## config.mk

```make
export PLATFORM = sky130hd
export DESIGN_NAME = rr_arb2_tuple_bit_bits2
export DESIGN_NICKNAME = d
export VERILOG_FILES = /design/src/rtl/rr_arb2_tuple_bit_bits2.sv
export SDC_FILE = /design/constraint.sdc
export NUM_CORES = 1
export LEC_CHECK = 0
export CAP_MARGIN = 20
export CORE_AREA = 2 2 39 41
export DETAILED_ROUTE_END_ITERATION = 10
export DIE_AREA = 0 0 41 43
export SLEW_MARGIN = 20
export SYNTH_ARGS = -nofsm -noshare
export SYNTH_HDL_FRONTEND = slang
export SYNTH_SLANG_ARGS = --single-unit
```

## constraint.sdc

```tcl
create_clock -name CLK -period 2.1 [get_ports CLK]
set_input_delay 0.42 -clock CLK [delete_from_list [all_inputs] [get_ports CLK]]
set_output_delay 0.42 -clock CLK [all_outputs]
set_load 0.01 [all_outputs]
```

## src/rtl/rr_arb2_tuple_bit_bits2.sv

```systemverilog
// Two-source round-robin arbiter feeding a registered Tuple(Bit, Bits(2)) output stage.
// Define RR_ARB2_SKID_EN for a two-entry (main + skid) output buffer; default is a single register.
module rr_arb2_tuple_bit_bits2 (
  input  logic       CLK,
  input  logic       ASYNCRESETN,
  input  logic       I0_valid,
  input  logic       I0__0,
  input  logic [1:0] I0__1,
  output logic       I0_ready,
  input  logic       I1_valid,
  input  logic       I1__0,
  input  logic [1:0] I1__1,
  output logic       I1_ready,
  output logic       O_valid,
  output logic       O__0,
  output logic [1:0] O__1,
  output logic       S,
  input  logic       O_ready
);
  localparam int NUM_SRC = 2;

  typedef struct packed {
    logic [1:0] f1;
    logic       f0;
  } pay_t;

  typedef struct packed {
    logic idx;
    pay_t pay;
  } beat_t;

  logic [NUM_SRC-1:0] src_valid, grant;
  pay_t [NUM_SRC-1:0] src_pay;
  logic               last, accept_ok, in_xfer;
  beat_t              win, main_q;
  logic               main_v;

  assign src_valid  = {I1_valid, I0_valid};
  assign src_pay[0] = {I0__1, I0__0};
  assign src_pay[1] = {I1__1, I1__0};

  // On contention the source that did not win the last transfer goes first.
  assign grant[0] = src_valid[0] & (~src_valid[1] | last);
  assign grant[1] = src_valid[1] & (~src_valid[0] | ~last);

  assign win.idx  = grant[1];
  assign win.pay  = src_pay[grant[1]];
  assign in_xfer  = (|grant) & accept_ok;
  assign I0_ready = grant[0] & accept_ok;
  assign I1_ready = grant[1] & accept_ok;

  always_ff @(posedge CLK or negedge ASYNCRESETN) begin
    if (!ASYNCRESETN) last <= 1'b1;
    else if (in_xfer) last <= win.idx;
  end

`ifdef RR_ARB2_SKID_EN
  logic  skid_v;
  beat_t skid_q;
  logic  pop;

  // Registered accept: O_ready never reaches the input ready paths.
  assign accept_ok = ASYNCRESETN & ~skid_v;
  assign pop       = main_v & O_ready;

  always_ff @(posedge CLK or negedge ASYNCRESETN) begin
    if (!ASYNCRESETN) begin
      main_v <= 1'b0;
      main_q <= '0;
      skid_v <= 1'b0;
      skid_q <= '0;
    end else if (skid_v) begin
      if (pop) begin
        main_q <= skid_q;
        skid_v <= 1'b0;
      end
    end else if (in_xfer) begin
      if (!main_v || pop) begin
        main_q <= win;
        main_v <= 1'b1;
      end else begin
        skid_q <= win;
        skid_v <= 1'b1;
      end
    end else if (pop) begin
      main_v <= 1'b0;
    end
  end
`else
  // Accept when the register is empty or being drained this cycle.
  assign accept_ok = ASYNCRESETN & (~main_v | O_ready);

  always_ff @(posedge CLK or negedge ASYNCRESETN) begin
    if (!ASYNCRESETN) begin
      main_v <= 1'b0;
      main_q <= '0;
    end else if (in_xfer) begin
      main_q <= win;
      main_v <= 1'b1;
    end else if (O_ready) begin
      main_v <= 1'b0;
    end
  end
`endif

  assign O_valid = main_v;
  assign O__0    = main_q.pay.f0;
  assign O__1    = main_q.pay.f1;
  assign S       = main_q.idx;
endmodule

```

==> load_flow_metrics.sql <==
INSERT INTO impl_metrics (metric_group, metric, value, unit) VALUES
('setup_path', 'startpoint_type', 'primary input', ''),
('setup_path', 'critical-path-top-delay-family', 'buffers and inverters', ''),
('sta', 'time_the_final_worst_path_needs_with_i_o_delays_and_setup', '1988', 'ps'),
('cells_and_area', 'drive_gt1_frac', '0.2881', ''),
('detailed_routing', 'drt_wl_total', '773', 'µm'),
('sta', 'fmax', '503.0', 'MHz'),
('floorplanning', 'ios', '18', ''),
('cells_and_area', 'register_area', '151.4', 'µm²'),
('placed_design', 'dpl.hpwl', '636.5', 'µm'),
('min_path', 'worst_min_delay_path_class', 'in -> async', ''),
('clock_network', 'longest_clk_path_bufs', '2', ''),
('logic_synthesis', 'synth_fp_nets', '41', ''),
('grt', 'grt_use_total', '0.1264', ''),
('cells_and_area', 'nets', '71', ''),
('logic_synthesis', 'synth_flop_cell', 'sky130_fd_sc_hd__dfrtp_1', ''),
('cells_and_area', 'n_antenna_cell', '0', ''),
('setup_path', 'cp-end-kind', 'output pin', ''),
('detailed_routing', 'routed-via-count', '349', ''),
('logic_synthesis', 'synth_seq_cells', '6', ''),
('logic_synthesis', 'synth-warning-count', '0', ''),
('logic_synthesis', 'synth.cell_area', '316.6', 'µm²'),
('floorplanning', 'num_rows', '14', ''),
('setup_path', 'path_cells', 'clkdlybuf4s50_1 > nand2b_1 > nand2_1 > nor3_1 > dlygate4sd2_1', ''),
('setup_path', 'timing.critical_path.buf_inv', '2', ''),
('clock_network', 'cts_setup_buffers', '0', ''),
('cells_and_area', 'post-route-util', '0.4268', ''),
('sta', 'hold_viol_final', '0', ''),
('detailed_routing', 'viasPerCell', '4.653', ''),
('floorplanning', 'core_area', '1384', 'µm²'),
('setup_path', 'timing.reg2reg.worst_path_depth', '4', ''),
('detailed_routing', 'antenna_violating_nets_post_route', '0', ''),
('clock_network', 'clock_tree_from_tritoncts', 'done', ''),
('floorplanning', 'die_h', '43', 'µm'),
('logic_synthesis', 'synth.most_common_cell', 'sky130_fd_sc_hd__dfrtp_1', ''),
('sta', 'rsz0062_at_grt', 'false', ''),
('power', 'power.static_leakage', '0.2553', 'nW'),
('clock_network', 'cts.sink_count', '6', ''),
('setup_path', 'max_stage_delay', '480', 'ps'),
('logic_synthesis', 'postSynth.asyncResetShare', '1.000', ''),
('clock_network', 'clkTransAtPathRegs', '50', 'ps'),
('setup_path', 'r2r_end', 'O__1[0]', ''),
('clock_network', 'insertion_delay', '250', 'ps'),
('cells_and_area', 'fin_cells', '75', ''),
('run_status', 'outcome', 'finished clean', ''),
('grt', 'grt_pass1_vias', '358', ''),
('floorplanning', 'die_area', '1763', 'µm²'),
('logic_synthesis', 'synth_largest_area_cell', 'sky130_fd_sc_hd__dfrtp_1', ''),
('detailed_routing', 'drtPass1Iterations', '2', ''),
('power', 'peakVddDrop', '0.0002368', 'V'),
('grt', 'initial_antenna_violation_count', '0', ''),
('logic_synthesis', 'netlist_instances', '30', ''),
('sta', 'worstMarginPinSlew', '271.7', 'ps'),
('setup_path', 'crit_path_max_fanout', '3', ''),
('sta', 'finalCritPeriodShare', '0.9467', ''),
('detailed_routing', 'drtIter0Drc', '4', ''),
('sta', 'slew_violations', '0', ''),
('sta', 'worst_slew_margin_rel', '0.8183', ''),
('logic_synthesis', 'netlist.area_leader.share', '0.3953', ''),
('sta', 'final-setup-viol-count', '0', ''),
('clock_network', 'root_buffer_master', 'sky130_fd_sc_hd__clkbuf_4', ''),
('placed_design', 'weighted_congestion_at_the_end_of_routability_driven_global_placement', '0.7396', ''),
('floorplanning', 'die-width', '41', 'µm'),
('logic_synthesis', 'synth_top_cells_by_area', 'sky130_fd_sc_hd__dfrtp_1 40%, sky130_fd_sc_hd__dfstp_2 8.3%, sky130_fd_sc_hd__a2bb2oi_1 8.3%, sky130_fd_sc_hd__o32ai_1 8.3%, sky130_fd_sc_hd__nor2b_4 4.3%', ''),
('setup_path', 'r2r-start', 'last', ''),
('logic_synthesis', 'synth_enable_flop_cells', '0', ''),
('cells_and_area', 'multiInputGateArea', '157.7', 'µm²'),
('grt', 'grt_pass1_wl', '1359', 'µm'),
('setup_path', 'rrSetupSlack', '880', 'ps'),
('job', 'max_cap_violations', '0', ''),
('placed_design', 'dp.cells', '71', ''),
('clock_network', 'cts_inserted_buffers', '3', '');
==> what timing repair did <==
item,4_1_cts,5_1_grt
hold buffers,0,0
setup endpoints to repair,2,0
gates resized for setup,2,0
==> where the power goes <==
part           internal, mW  switching [mW]
sequential            0.142          0.0151
clock                0.0724          0.0479
combinational        0.0929          0.0532
total                 0.308           0.116
==> metal layers <==
layer,vias up,GRT usage,share of wire,routed length (µm)
met5,-,0,0,0
met1,159,0.1447,0.43,332
met3,2,0.06806,0.11,83
met4,0,0.1200,0.031,24
li1,172,-,-,-
met2,16,0.1563,0.43,332
==> through the flow <==
step                      worst slack (ps)  hold slack, ps  total power, mW  cell area (µm²)
after detailed placement            -191.0           494.8           0.3089            566.8
after floorplan                      765.6           124.4           0.2193            316.6
after global placement              -170.3           486.8           0.3095            566.8
final                                111.8           472.2           0.4240            590.6
after global routing                 26.20           487.8           0.4522            590.6
after CTS                            84.28           462.9           0.4350            590.6
==> cells in the final DEF (no fill, tap or decap), drive strengths merged <==
| master | n |
|---|---|
| buf | 8 |
| o21ai | 2 |
| clkdlybuf4s50 | 15 |
| o32ai | 3 |
| nand2 | 1 |
| nor2b | 2 |
| nand2b | 2 |
| inv | 2 |
| dlygate4sd2 | 2 |
| clkbuf | 4 |
| dfrtp | 5 |
| nor2 | 3 |
| a21bo | 1 |
| a2bb2oi | 3 |
| nor3 | 2 |
| a31oi | 2 |
| o31ai | 1 |
| dfstp | 1 |
==> kinds of logic after synthesis <==
| logic type | after synthesis | share of synthesized area |
|---|---|---|
| AO/OA/AOI/OAI | 12 | 0.2925 |
| AND/OR/NAND/NOR | 10 | 0.2055 |
| flip-flops | 6 | 0.4783 |
| buffers and inverters | 2 | 0.02369 |
==> layout make-up <==
type,count,area share
repair buffers,25,0.3856
multi-input cells,22,0.2669
flip-flops and latches,6,0.2564
clock buffers,4,0.04449
well taps,16,0.03390
inverters,2,0.01271
==> flip-flops by register name, indices dropped and copies added, names as in the netlist <==
name	flops
O__1	2
O__0	1
O_valid	1
S	1
last	1
==> worst reg2reg max path: stages (launching register included) <==
cell and delay [ps]:
sky130_fd_sc_hd__dfstp_2 550, sky130_fd_sc_hd__nor2b_2 50, sky130_fd_sc_hd__buf_4 130, sky130_fd_sc_hd__o32ai_1 260
sky130_fd_sc_hd__a2bb2oi_1 110
==> how the worst max path moves through the flow <==
stage          endpoint  slack (ps)  cells after the start  startpoint
3_3_place_gp   I0_ready        -170                      5     O_ready
3_5_place_dp   I0_ready        -190                      5     O_ready
2_1_floorplan  I0_ready         770                      3     O_ready
4_1_cts        I0_ready          80                      5     O_ready
6_report       I0_ready         110                      5     O_ready
5_1_grt        I0_ready          30                      5     O_ready
(Power assumes the default switching activity.)
